<file path="config.mk">
export PLATFORM = sky130hd
export DESIGN_NAME = multi_txn_adapter_flat
export DESIGN_NICKNAME = d
export VERILOG_FILES = /design/src/rtl/multi_txn_pkg.sv /design/src/rtl/multi_txn_if.sv /design/src/rtl/multi_txn_fifo.sv /design/src/rtl/multi_txn_adapter.sv /design/src/flat_wrapper.sv
export SDC_FILE = /design/constraint.sdc
export NUM_CORES = 1
export LEC_CHECK = 0
export ABC_AREA = 1
export BUFFER_PORTS_ARGS = -buffer_cell sky130_fd_sc_hd__buf_2
export CAP_MARGIN = 20
export CELL_PAD_IN_SITES_DETAIL_PLACEMENT = 1
export CELL_PAD_IN_SITES_GLOBAL_PLACEMENT = 1
export CORE_ASPECT_RATIO = 0.7
export CORE_MARGIN = 1
export CORE_UTILIZATION = 35
export CTS_CLUSTER_DIAMETER = 50
export DETAILED_ROUTE_END_ITERATION = 8
export PLACE_DENSITY = 0.93
export SYNTH_ARGS = -nofsm -noshare
export SYNTH_HDL_FRONTEND = slang
export SYNTH_SLANG_ARGS = --single-unit
export TNS_END_PERCENT = 20
</file>
<file path="constraint.sdc">
create_clock -name clock -period 3.23 [get_ports clock]
set_input_delay 0.646 -clock clock [delete_from_list [all_inputs] [get_ports clock]]
set_output_delay 0.646 -clock clock [all_outputs]
set_load 0.1 [all_outputs]
</file>
<file path="src/rtl/multi_txn_pkg.sv">
// -----------------------------------------------------------------------------
// multi_txn_pkg
// Shared types and constants for the multi-cycle unit adapter.
//   state_e          : adapter control states (HOLD only used without the
//                      result buffer)
//   DEFAULT_LATENCY  : default compute latency of the multi-cycle unit
//   FIFO_DEPTH       : entries in the optional result FIFO
//   FIFO_CNT_W/PTR_W : derived FIFO occupancy / pointer widths
// -----------------------------------------------------------------------------
package multi_txn_pkg;

  typedef enum logic [1:0] {
    IDLE = 2'd0,
    BUSY = 2'd1,
    HOLD = 2'd2
  } state_e;

  localparam int DEFAULT_LATENCY = 4;
  localparam int FIFO_DEPTH      = 2;
  localparam int FIFO_CNT_W      = $clog2(FIFO_DEPTH + 1);
  localparam int FIFO_PTR_W      = $clog2(FIFO_DEPTH);

endpackage

</file>
<file path="src/rtl/multi_txn_if.sv">
// -----------------------------------------------------------------------------
// multi_txn_if
// Bundles the request stream, the multi-cycle unit drive and the response
// stream of the adapter.
//   slave  : adapter view (consumes requests, drives core, produces responses)
//   master : environment view (request source, core model, response sink)
// Signals: in_valid/in_ready/in_data, core_start/core_inp/core_out,
//          out_valid/out_ready/out_data.
// -----------------------------------------------------------------------------
interface multi_txn_if #(
  parameter int WIDTH = 64
) ();

  logic             in_valid;
  logic             in_ready;
  logic [WIDTH-1:0] in_data;
  logic             core_start;
  logic [WIDTH-1:0] core_inp;
  logic [WIDTH-1:0] core_out;
  logic             out_valid;
  logic             out_ready;
  logic [WIDTH-1:0] out_data;

  modport slave (
    input  in_valid, in_data, core_out, out_ready,
    output in_ready, core_start, core_inp, out_valid, out_data
  );

  modport master (
    output in_valid, in_data, core_out, out_ready,
    input  in_ready, core_start, core_inp, out_valid, out_data
  );

endinterface

</file>
<file path="src/rtl/multi_txn_fifo.sv">
// -----------------------------------------------------------------------------
// multi_txn_fifo
// Small result FIFO (FIFO_DEPTH entries) used by the adapter when the result
// buffer is enabled. Push and pop in the same cycle are both honoured.
// Ports:
//   clock, reset_n : clock, asynchronous active-low reset
//   push/push_data : write request and data
//   pop            : read request (head is consumed)
//   count          : current occupancy
//   head           : oldest entry (zero after reset)
// -----------------------------------------------------------------------------
module multi_txn_fifo
  import multi_txn_pkg::*;
#(
  parameter int WIDTH = 64
) (
  input  logic                  clock,
  input  logic                  reset_n,
  input  logic                  push,
  input  logic [WIDTH-1:0]      push_data,
  input  logic                  pop,
  output logic [FIFO_CNT_W-1:0] count,
  output logic [WIDTH-1:0]      head
);

  logic [WIDTH-1:0]      mem_r [FIFO_DEPTH];
  logic [FIFO_PTR_W-1:0] wr_ptr_r;
  logic [FIFO_PTR_W-1:0] rd_ptr_r;
  logic [FIFO_CNT_W-1:0] count_r;
  logic                  do_push_s;
  logic                  do_pop_s;

  // A push into a full FIFO is only legal when the head leaves in the same cycle.
  assign do_pop_s  = pop && (count_r != FIFO_CNT_W'(0));
  assign do_push_s = push && ((count_r != FIFO_CNT_W'(FIFO_DEPTH)) || do_pop_s);

  // Storage, pointers and occupancy.
  always_ff @(posedge clock or negedge reset_n) begin
    if (!reset_n) begin
      for (int i = 0; i < FIFO_DEPTH; i++) begin
        mem_r[i] <= {WIDTH{1'b0}};
      end
      wr_ptr_r <= FIFO_PTR_W'(0);
      rd_ptr_r <= FIFO_PTR_W'(0);
      count_r  <= FIFO_CNT_W'(0);
    end else begin
      if (do_push_s) begin
        mem_r[wr_ptr_r] <= push_data;
        wr_ptr_r        <= wr_ptr_r + FIFO_PTR_W'(1);
      end
      if (do_pop_s) begin
        rd_ptr_r <= rd_ptr_r + FIFO_PTR_W'(1);
      end
      case ({do_push_s, do_pop_s})
        2'b10:   count_r <= count_r + FIFO_CNT_W'(1);
        2'b01:   count_r <= count_r - FIFO_CNT_W'(1);
        default: count_r <= count_r;
      endcase
    end
  end

  assign count = count_r;
  assign head  = mem_r[rd_ptr_r];

endmodule

</file>
<file path="src/rtl/multi_txn_adapter.sv">
// -----------------------------------------------------------------------------
// multi_txn_adapter
// Converts a valid/ready request stream into start/inp drive for a multi-cycle
// unit without a done flag, counts LATENCY cycles, captures the unit's result
// and offers it on a valid/ready response stream. At most one operation is in
// flight.
// Ports:
//   clock   : rising-edge clock
//   reset_n : asynchronous active-low reset (drops any in-flight operation)
//   bus     : multi_txn_if.slave (request, core drive, response signals)
// Build option:
//   MULTI_TXN_RESULT_BUF_EN : replaces the single result register / HOLD
//                             state with a 2-entry result FIFO so a new
//                             operation may start while results wait.
// -----------------------------------------------------------------------------
module multi_txn_adapter
  import multi_txn_pkg::*;
#(
  parameter int WIDTH   = 64,
  parameter int LATENCY = DEFAULT_LATENCY
) (
  input logic        clock,
  input logic        reset_n,
  multi_txn_if.slave bus
);

  localparam int CNT_W = $clog2(LATENCY + 1);

`ifdef MULTI_TXN_RESULT_BUF_EN
  localparam state_e CAPTURE_NEXT = IDLE;
`else
  localparam state_e CAPTURE_NEXT = HOLD;
`endif

  state_e           state_r, state_s;
  logic [CNT_W-1:0] cnt_r, cnt_s;
  logic             in_ready_r, in_ready_s;
  logic             core_start_r;
  logic [WIDTH-1:0] core_inp_r;
  logic             accept_s;
  logic             capture_s;
  logic             room_s;
  logic             resp_fire_s;
  logic             out_valid_s;
  logic [WIDTH-1:0] out_data_s;

  assign accept_s    = bus.in_valid && in_ready_r;
  // Counter holds LATENCY in the start cycle, so value 1 marks the last
  // cycle before out becomes usable downstream: sample core_out at that edge.
  assign capture_s   = (state_r == BUSY) && (cnt_r == CNT_W'(1));
  assign resp_fire_s = out_valid_s && bus.out_ready;

  // Next-state, counter and request-ready decode.
  always_comb begin
    state_s = state_r;
    cnt_s   = cnt_r;
    case (state_r)
      IDLE: begin
        if (accept_s) begin
          state_s = BUSY;
          cnt_s   = CNT_W'(LATENCY);
        end else begin
          state_s = IDLE;
        end
      end
      BUSY: begin
        // Reaches 0 on the capture edge and is reloaded on the next accept.
        cnt_s = cnt_r - CNT_W'(1);
        if (capture_s) begin
          state_s = CAPTURE_NEXT;
        end else begin
          state_s = BUSY;
        end
      end
      HOLD: begin
        if (resp_fire_s) begin
          state_s = IDLE;
        end else begin
          state_s = HOLD;
        end
      end
      default: begin
        state_s = IDLE;
        cnt_s   = CNT_W'(0);
      end
    endcase
    // Registered ready: a request is never taken in the cycle a response leaves.
    in_ready_s = (state_s == IDLE) && room_s;
  end

  // Control state, counter and core drive registers.
  always_ff @(posedge clock or negedge reset_n) begin
    if (!reset_n) begin
      state_r      <= IDLE;
      cnt_r        <= CNT_W'(0);
      in_ready_r   <= 1'b0;
      core_start_r <= 1'b0;
      core_inp_r   <= {WIDTH{1'b0}};
    end else begin
      state_r      <= state_s;
      cnt_r        <= cnt_s;
      in_ready_r   <= in_ready_s;
      core_start_r <= accept_s;
      if (accept_s) begin
        core_inp_r <= bus.in_data;
      end
    end
  end

`ifdef MULTI_TXN_RESULT_BUF_EN
  logic [FIFO_CNT_W-1:0] fifo_cnt_s;

  multi_txn_fifo #(.WIDTH(WIDTH)) u_fifo (
    .clock     (clock),
    .reset_n   (reset_n),
    .push      (capture_s),
    .push_data (bus.core_out),
    .pop       (resp_fire_s),
    .count     (fifo_cnt_s),
    .head      (out_data_s)
  );

  assign out_valid_s = (fifo_cnt_s != FIFO_CNT_W'(0));
  // Room is judged on next cycle's occupancy to match the registered ready.
  assign room_s = (fifo_cnt_s + FIFO_CNT_W'(capture_s) - FIFO_CNT_W'(resp_fire_s))
                  < FIFO_CNT_W'(FIFO_DEPTH);
`else
  logic             out_valid_r;
  logic [WIDTH-1:0] out_data_r;

  // Single result register: loaded at capture, released on response handshake.
  always_ff @(posedge clock or negedge reset_n) begin
    if (!reset_n) begin
      out_valid_r <= 1'b0;
      out_data_r  <= {WIDTH{1'b0}};
    end else if (capture_s) begin
      out_valid_r <= 1'b1;
      out_data_r  <= bus.core_out;
    end else if (resp_fire_s) begin
      out_valid_r <= 1'b0;
    end
  end

  assign out_valid_s = out_valid_r;
  assign out_data_s  = out_data_r;
  assign room_s      = 1'b1;
`endif

  assign bus.in_ready   = in_ready_r;
  assign bus.core_start = core_start_r;
  assign bus.core_inp   = core_inp_r;
  assign bus.out_valid  = out_valid_s;
  assign bus.out_data   = out_data_s;

endmodule

</file>
<file path="src/flat_wrapper.sv">
// flat-port wrapper written by rule: the top's interface ports become plain ports
module multi_txn_adapter_flat import multi_txn_pkg::*;
#(
  parameter int WIDTH   = 64,
  parameter int LATENCY = DEFAULT_LATENCY
)
  (clock, reset_n, bus_in_valid, bus_in_data, bus_core_out, bus_out_ready, bus_in_ready, bus_core_start, bus_core_inp, bus_out_valid, bus_out_data);
  multi_txn_if #(.WIDTH(WIDTH)) bus_i ();
  input logic clock;
  input logic reset_n;
  input wire logic [$bits(bus_i.in_valid)-1:0] bus_in_valid;
  input wire logic [$bits(bus_i.in_data)-1:0] bus_in_data;
  input wire logic [$bits(bus_i.core_out)-1:0] bus_core_out;
  input wire logic [$bits(bus_i.out_ready)-1:0] bus_out_ready;
  output wire logic [$bits(bus_i.in_ready)-1:0] bus_in_ready;
  output wire logic [$bits(bus_i.core_start)-1:0] bus_core_start;
  output wire logic [$bits(bus_i.core_inp)-1:0] bus_core_inp;
  output wire logic [$bits(bus_i.out_valid)-1:0] bus_out_valid;
  output wire logic [$bits(bus_i.out_data)-1:0] bus_out_data;
  assign bus_i.in_valid = bus_in_valid;
  assign bus_i.in_data = bus_in_data;
  assign bus_i.core_out = bus_core_out;
  assign bus_i.out_ready = bus_out_ready;
  assign bus_in_ready = bus_i.in_ready;
  assign bus_core_start = bus_i.core_start;
  assign bus_core_inp = bus_i.core_inp;
  assign bus_out_valid = bus_i.out_valid;
  assign bus_out_data = bus_i.out_data;
  multi_txn_adapter #(.WIDTH(WIDTH), .LATENCY(LATENCY)) u_core (.clock(clock), .reset_n(reset_n), .bus(bus_i));
endmodule
</file>
==> impl_metrics.env, run 1 <==
export IMPL_ys_ff_latch=136
export IMPL_grt_start_max_net_pins=68
export IMPL_cts_hold_buffers=0
export IMPL_dr_pass1_iters=6
export IMPL_io_pins=263
export IMPL_postPlaceCellArea_um2=6740
export IMPL_n_antenna_cell=0
export IMPL_synth_cell_type_count=14
export IMPL_clkTransAtPathRegs_ns=0.06
export IMPL_clock_latency_ns=0.41
export IMPL_skew_ns=0.0118
export IMPL_drt_initial_drc_count=202
export IMPL_yosysWarnings=0
export IMPL_final_common_cell="nand2_1"
export IMPL_layout_setup_ws_ns=1.29
export IMPL_critPathBufInv=2
export IMPL_setup_viol=0
export IMPL_finalInstanceArea_um2=7350
export IMPL_filler_cell_count=1845
export IMPL_status="complete, no violations"
export IMPL_drive_above_1_share=0.360
export IMPL_period_needed_ns=1.94
export IMPL_synth_nets=724
export IMPL_fmax_ghz=0.516
export IMPL_post_dp_hpwl_um=11600
export IMPL_postCtsSetupRepairBufs=0
export IMPL_grt_pass1_wl_um=26200
export IMPL_maxSlewViolCount=0
export IMPL_critPathSlowestCell="nand2_2"
export IMPL_cts_tree="built"
export IMPL_hold_path_class="primary input to async pin"
export IMPL_syn_to_final_growth_pct=39.1
export IMPL_crit_fanout=34
export IMPL_cts_path_max_buffers=2
export IMPL_period_share=0.600
export IMPL_crit_type="register to register"
export IMPL_wl_per_cell_um=15.3
export IMPL_cts_root_buffer="clkbuf_16"
export IMPL_die_area_um2=15600
export IMPL_grt_setup_unrepaired="false"
export IMPL_coreArea_um2=14700
export IMPL_gp_congestion=0.763
export IMPL_synth_area_top_cells="dfrtp_1, nand2_1, nand3_1"
export IMPL_cpPeakStageDelay_ns=0.47
export IMPL_ys_seq_area_frac=0.644
export IMPL_mostFrequentLayoutCells="nand2_1, buf_2, dfrtp_1"
export IMPL_grt_overflow=0
export IMPL_antenna_found_initial=0
export IMPL_syn_area_per_cell_um2=8.96
export IMPL_viasPerCell=4.67
export IMPL_pre_cts_ws_ns=1.26
export IMPL_port_buffers=262
export IMPL_remaining_drc_errors=0
export IMPL_critPathRequiredTime_ns=3.49
export IMPL_crit_family="simple AND/OR/NAND/NOR gates"
export IMPL_h_tree_depth=4
export IMPL_cts_resized=0
export IMPL_cts_buffers=17
export IMPL_grt_pass1_vias=5153
export IMPL_final_nets=979
export IMPL_timing_reg2reg_setup_slack_ns=1.29
export IMPL_worst_pin_slew_ns=0.740
export IMPL_cp_data_arrival_time_ns=2.20
export IMPL_synth_top_area_share=0.644
export IMPL_die_w_um=149
export IMPL_crit_chain="ha_1 > nand2_1 > inv_2 > nand2_2 > buf_4 > o21ai_0"
export IMPL_grt_util_all_layers=0.214
export IMPL_end_kind="register"
export IMPL_hold_slack_ns=0.168
export IMPL_start_util=0.359
export IMPL_die_h_um=105
export IMPL_setup_tns_ns=0
export IMPL_synthCells=590
export IMPL_wl_um=16100
export IMPL_postRouteAntennaNets=0
export IMPL_start_kind="register"
export IMPL_final_hold_viol_count=0
export IMPL_cts_sinks=136
export IMPL_syn_area_um2=5280
export IMPL_max_slew_margin=0.507
export IMPL_synth_top_area_cell="dfrtp_1"
export IMPL_vias=4914
export IMPL_cap_viol_max_count=0
export IMPL_num_rows=37
## synth_stat cells
library cell  number
nor2_1             2
buf_1              2
buf_2             17
nand3_1           71
o21ai_0            3
buf_6              2
ha_1               2
clkbuf_1           8
nor2_4             1
buf_4              6
inv_1              9
dfrtp_1          136
inv_2              1
nand2_1          330
## logic make-up after synthesis
| logic type | synth area share |
|---|---|
| and+or+nand+nor | 0.305 |
| DFF | 0.644 |
| adders and majority gates | 0.00474 |
| AOI/OAI and AO/OA | 0.00284 |
| buffers and inverters | 0.0431 |
## flip-flops by register name (all words and copies together) (netlist names)
signal                 count
u_core.bus.out_data       64
u_core.bus.out_valid       1
u_core.cnt_r               3
u_core.bus.core_inp       64
u_core.bus.in_ready        1
u_core.bus.core_start      1
u_core.state_r             2
## through the flow
step / utilization / cells
floorplan: - / 590
global placement: 0.458 / 1021
detailed placement: 0.458 / 1021
CTS: 0.499 / 1053
global route: 0.499 / 1053
finish: 0.499 / 1053
## cell type report
| cell class | instances | area [um2] | area share |
|---|---|---|---|
| inverter | 10 | 37.5 | 0.00511 |
| tap | 195 | 244 | 0.0332 |
| sequential | 136 | 3400 | 0.463 |
| multi-input combinational | 409 | 1660 | 0.226 |
| clock buffer | 19 | 453 | 0.0616 |
| timing repair buffer | 271 | 1400 | 0.190 |
| clock inverter | 13 | 158 | 0.0214 |
## per-layer routing
layer | global-route usage | up-vias | wire, um
li1 | - | 2338 | -
met1 | 0.268 | 2394 | 7030
met2 | 0.366 | 172 | 7890
met3 | 0.0572 | 10 | 1040
met4 | 0.0539 | 0 | 114
met5 | 0 | - | 0
## final timing paths
check / cells after the start / startpoint / endpoint
setup / recovery: 6 / u_core.cnt_r[0] / u_core.bus.out_valid
hold / removal: 1 / reset_n / u_core.bus.core_inp[6]
setup reg to reg: 6 / u_core.cnt_r[0] / u_core.bus.out_valid
hold reg to reg: 2 / u_core.bus.out_data[38] / u_core.bus.out_data[38]
max in group asynchronous: 2 / reset_n / u_core.cnt_r[1]
min in group clock: 3 / bus_in_data[20] / u_core.bus.core_inp[20]
Power of run 1 is not shown: default switching activity piles up to over one toggle a cycle in this logic, so the estimate is an artifact.
==> run 2: changes to the inputs <==
--- a/config.mk
+++ b/config.mk
@@ -12,10 +12,10 @@
 export CELL_PAD_IN_SITES_GLOBAL_PLACEMENT = 1
 export CORE_ASPECT_RATIO = 0.7
 export CORE_MARGIN = 1
-export CORE_UTILIZATION = 35
+export CORE_UTILIZATION = 32
 export CTS_CLUSTER_DIAMETER = 50
 export DETAILED_ROUTE_END_ITERATION = 8
-export PLACE_DENSITY = 0.93
+export PLACE_DENSITY = 0.87
 export SYNTH_ARGS = -nofsm -noshare
 export SYNTH_HDL_FRONTEND = slang
 export SYNTH_SLANG_ARGS = --single-unit
==> constraint.sdc (replaced) <==
create_clock -name clock -period 1.9 [get_ports clock]
set_input_delay 0.38 -clock clock [delete_from_list [all_inputs] [get_ports clock]]
set_output_delay 0.38 -clock clock [all_outputs]
set_load 0.1 [all_outputs]
==> run 2 against run 1 <==
Worst hold slack gained 0.00051 ns. Via count fell by 0.85%. Count of clock-buffer cells in the layout unchanged. Final cell count grew 2.7%. Core utilization down 2.6 points. Register-to-register slack worse by 0.81 ns. Clock skew increased by 0.00052 ns. Critical path depth is 5 lower. Sequential cell count stayed put.
==> impl_metrics.env, run 2 (synthesized netlist as in run 1, its figures left out) <==
export IMPL_start_util=0.334
export IMPL_critPathRequiredTime_ns=1.52
export IMPL_port_buffers=262
export IMPL_crit_family="buffers and inverters"
export IMPL_cap_viol_max_count=0
export IMPL_die_w_um=156
export IMPL_grt_util_all_layers=0.198
export IMPL_seq_area_um2=3400
export IMPL_drive_above_1_share=0.360
export IMPL_h_tree_depth=4
export IMPL_worst_pin_slew_ns=0.522
export IMPL_dr_pass1_iters=4
export IMPL_layout_setup_ws_ns=0.283
export IMPL_start_kind="register"
export IMPL_cts_resized=0
export IMPL_remaining_drc_errors=0
export IMPL_gp_congestion=0.733
export IMPL_postCtsSetupRepairBufs=0
export IMPL_io_pins=263
export IMPL_cts_hold_buffers=1
export IMPL_grt_start_max_net_pins=67
export IMPL_clkTransAtPathRegs_ns=0.06
export IMPL_grt_setup_unrepaired="false"
export IMPL_final_common_cell="nand2_1"
export IMPL_viasPerCell=4.51
export IMPL_wl_um=16400
export IMPL_postRouteAntennaNets=0
export IMPL_grt_overflow=0
export IMPL_critPathBufInv=1
export IMPL_critPathSlowestCell="buf_2"
export IMPL_period_needed_ns=1.62
export IMPL_cts_root_buffer="clkbuf_16"
export IMPL_maxSlewViolCount=0
export IMPL_multi_input_area_um2=1660
export IMPL_crit_fanout=3
export IMPL_final_hold_viol_count=0
export IMPL_n_antenna_cell=0
export IMPL_setup_viol=0
export IMPL_r2r_cells=7
export IMPL_syn_to_final_growth_pct=41.8
export IMPL_worstSetupPathDepth=1
export IMPL_clock_latency_ns=0.40
export IMPL_final_nets=984
export IMPL_grt_pass1_vias=5105
export IMPL_post_dp_hpwl_um=12200
export IMPL_placed_cells=1050
export IMPL_fmax_ghz=0.619
export IMPL_cts_sinks=136
export IMPL_wl_per_cell_um=15.2
export IMPL_coreArea_um2=15800
export IMPL_crit_type="register to output port"
export IMPL_drt_initial_drc_count=244
export IMPL_cts_path_max_buffers=2
export IMPL_antenna_found_initial=2
export IMPL_grt_pass1_wl_um=26200
export IMPL_pre_cts_ws_ns=0.456
export IMPL_die_h_um=110
export IMPL_num_rows=38
export IMPL_vias=4872
export IMPL_cpPeakStageDelay_ns=0.46
export IMPL_period_share=0.851
export IMPL_setup_tns_ns=0
export IMPL_skew_ns=0.0123
export IMPL_fin_util=0.473
export IMPL_cts_buffers=17
export IMPL_hold_depth=3
export IMPL_filler_cell_count=1965
export IMPL_die_area_um2=17000
export IMPL_max_slew_margin=0.654
export IMPL_status="complete, no violations"
export IMPL_cp_data_arrival_time_ns=1.24
export IMPL_crit_chain="buf_2"
export IMPL_end_kind="output port"
export IMPL_cts_tree="built"
export IMPL_hold_path_class="primary input to register"
export IMPL_final_cells=1081
export IMPL_mostFrequentLayoutCells="nand2_1, buf_2, dfrtp_1"
==> run 2: final timing paths <==
kind,end,from,slack [ns]
hold reg to reg,u_core.bus.out_data[7],u_core.bus.out_data[7],0.47
setup / recovery,bus_in_ready,u_core.bus.in_ready,0.28
hold / removal,u_core.bus.core_inp[11],bus_in_data[11],0.17
setup reg to reg,u_core.bus.in_ready,u_core.cnt_r[0],0.48
min in group asynchronous,u_core.bus.out_data[31],reset_n,0.45
max in group asynchronous,u_core.bus.core_inp[27],reset_n,0.84
==> run 2: layout make-up <==
type / count / area share
timing repair buffer: 276 / 0.200
clock inverter: 11 / 0.0232
clock buffer: 19 / 0.0591
sequential: 136 / 0.454
multi-input combinational: 409 / 0.221
inverter: 10 / 0.00501
tap: 220 / 0.0367
==> run 2: through the flow <==
step	hold WS, ns	area (um2)
floorplan	0.0844	5280
global placement	0.326	6860
detailed placement	0.326	6860
CTS	0.155	7490
global route	0.169	7490
finish	0.169	7490
==> run 2: metal layers <==
metal,track usage,vias up,part of all wire
li1,-,2342,-
met1,0.248,2338,0.44
met2,0.329,165,0.47
met3,0.0658,23,0.077
met4,0.0553,4,0.012
met5,0,-,0.0019
Power of run 2 is left out for the same reason.
==> run 3: changes to the inputs <==
--- a/config.mk
+++ b/config.mk
@@ -15,7 +15,9 @@
 export CORE_UTILIZATION = 32
 export CTS_CLUSTER_DIAMETER = 50
 export DETAILED_ROUTE_END_ITERATION = 8
+export MAX_ROUTING_LAYER = met4
 export PLACE_DENSITY = 0.87
+export SLEW_MARGIN = 25
 export SYNTH_ARGS = -nofsm -noshare
 export SYNTH_HDL_FRONTEND = slang
 export SYNTH_SLANG_ARGS = --single-unit
==> run 3 against run 2 <==
Core utilization is essentially flat. Via count is essentially flat. Sequential share of layout area is essentially flat. Register-to-register slack is essentially flat. Die area is the same. Clock skew shrank 0.0012 ns. Setup slack lost 0.0013 ns. Final cell count grew 0.19%. Fmax is essentially flat. Count of clock-buffer cells in the layout is the same. Sequential cell count is the same. Critical path type unchanged.
==> impl_metrics.env, run 3 (synthesized netlist as in run 1, its figures left out) <==
export IMPL_port_buffers=262
export IMPL_critPathRequiredTime_ns=1.52
export IMPL_wl_per_cell_um=15.1
export IMPL_coreArea_um2=15800
export IMPL_r2r_cells=7
export IMPL_cts_path_max_buffers=2
export IMPL_filler_cell_count=1969
export IMPL_grt_pass1_wl_um=26100
export IMPL_cp_data_arrival_time_ns=1.24
export IMPL_layout_setup_ws_ns=0.282
export IMPL_syn_to_final_growth_pct=41.9
export IMPL_drive_above_1_share=0.360
export IMPL_pre_cts_ws_ns=0.456
export IMPL_die_h_um=110
export IMPL_die_w_um=156
export IMPL_cts_buffers=17
export IMPL_crit_chain="buf_2"
export IMPL_post_dp_hpwl_um=12200
export IMPL_final_hold_viol_count=0
export IMPL_period_needed_ns=1.62
export IMPL_grt_util_all_layers=0.204
export IMPL_postCtsSetupRepairBufs=0
export IMPL_crit_family="buffers and inverters"
export IMPL_cts_root_buffer="clkbuf_16"
export IMPL_final_common_cell="nand2_1"
export IMPL_start_util=0.334
export IMPL_fmax_ghz=0.618
export IMPL_gp_congestion=0.742
export IMPL_hold_path_class="primary input to register"
export IMPL_end_kind="output port"
export IMPL_postRouteAntennaNets=0
export IMPL_die_area_um2=17000
export IMPL_setup_viol=0
export IMPL_wl_um=16400
export IMPL_hold_depth=3
export IMPL_viasPerCell=4.50
export IMPL_cpPeakStageDelay_ns=0.46
export IMPL_worst_pin_slew_ns=0.521
export IMPL_worstSetupPathDepth=1
export IMPL_remaining_drc_errors=0
export IMPL_num_rows=38
export IMPL_grt_pass1_vias=5121
export IMPL_mostFrequentLayoutCells="nand2_1, buf_2, dfrtp_1"
export IMPL_grt_start_max_net_pins=67
export IMPL_cap_viol_max_count=0
export IMPL_h_tree_depth=4
export IMPL_cts_sinks=136
export IMPL_crit_type="register to output port"
export IMPL_drt_initial_drc_count=191
export IMPL_setup_tns_ns=0
export IMPL_max_slew_margin=0.655
export IMPL_io_pins=263
export IMPL_crit_fanout=3
export IMPL_vias=4870
export IMPL_status="complete, no violations"
export IMPL_cts_tree="built"
export IMPL_critPathBufInv=1
export IMPL_dr_pass1_iters=4
export IMPL_grt_setup_unrepaired="false"
export IMPL_hold_slack_ns=0.171
export IMPL_skew_ns=0.0112
export IMPL_start_kind="register"
export IMPL_fin_util=0.473
export IMPL_final_nets=984
export IMPL_period_share=0.852
export IMPL_clkTransAtPathRegs_ns=0.06
export IMPL_grt_overflow=0
export IMPL_clock_latency_ns=0.40
export IMPL_antenna_found_initial=2
export IMPL_maxSlewViolCount=0
export IMPL_critPathSlowestCell="buf_2"
## run 3: area by class of cell
cell class	count	area [um2]	share of cell area
flip-flops and latches	136	3400	0.454
multi-input cells	409	1660	0.221
repair buffers	276	1500	0.200
clock buffers	19	443	0.0591
well taps	220	275	0.0367
clock inverters	11	174	0.0232
inverters	10	37.5	0.00501
diodes	2	5.00	0.000668
## run 3: final timing paths
path | startpoint | end | slack, ns
max | u_core.bus.in_ready | bus_in_ready | 0.28
max reg2reg | u_core.cnt_r[0] | u_core.bus.in_ready | 0.49
max in group asynchronous | reset_n | u_core.bus.core_inp[27] | 0.85
min | bus_in_data[11] | u_core.bus.core_inp[11] | 0.17
min in group asynchronous | reset_n | u_core.bus.out_data[31] | 0.45
min reg2reg | u_core.bus.out_data[7] | u_core.bus.out_data[7] | 0.47
## run 3: what timing repair did
action / in CTS / in global routing
gates resized for setup: 0 / 0
hold buffers: 1 / 0
hold endpoints to repair: 36 / 0
## run 3: per-stage QoR
| step | instances | area (um2) |
|---|---|---|
| floorplan | 590 | 5280 |
| global placement | 1050 | 6860 |
| detailed placement | 1050 | 6860 |
| CTS | 1081 | 7490 |
| global route | 1083 | 7500 |
| finish | 1083 | 7500 |
## run 3: tightest hold or removal path, delay by kind of cell
kind                   cells  cell delay [ns]
and+or+nand+nor            2             0.08
buffers and inverters      1             0.08
## run 3: layer usage
metal / wire length [um] / GRT usage / up-vias
li1: - / - / 2343
met1: 7300 / 0.252 / 2342
met2: 7780 / 0.330 / 166
met3: 1100 / 0.0568 / 19
met4: 193 / 0.0553 / 0
met5: 0 / - / -
Power of run 3 is left out for the same reason.
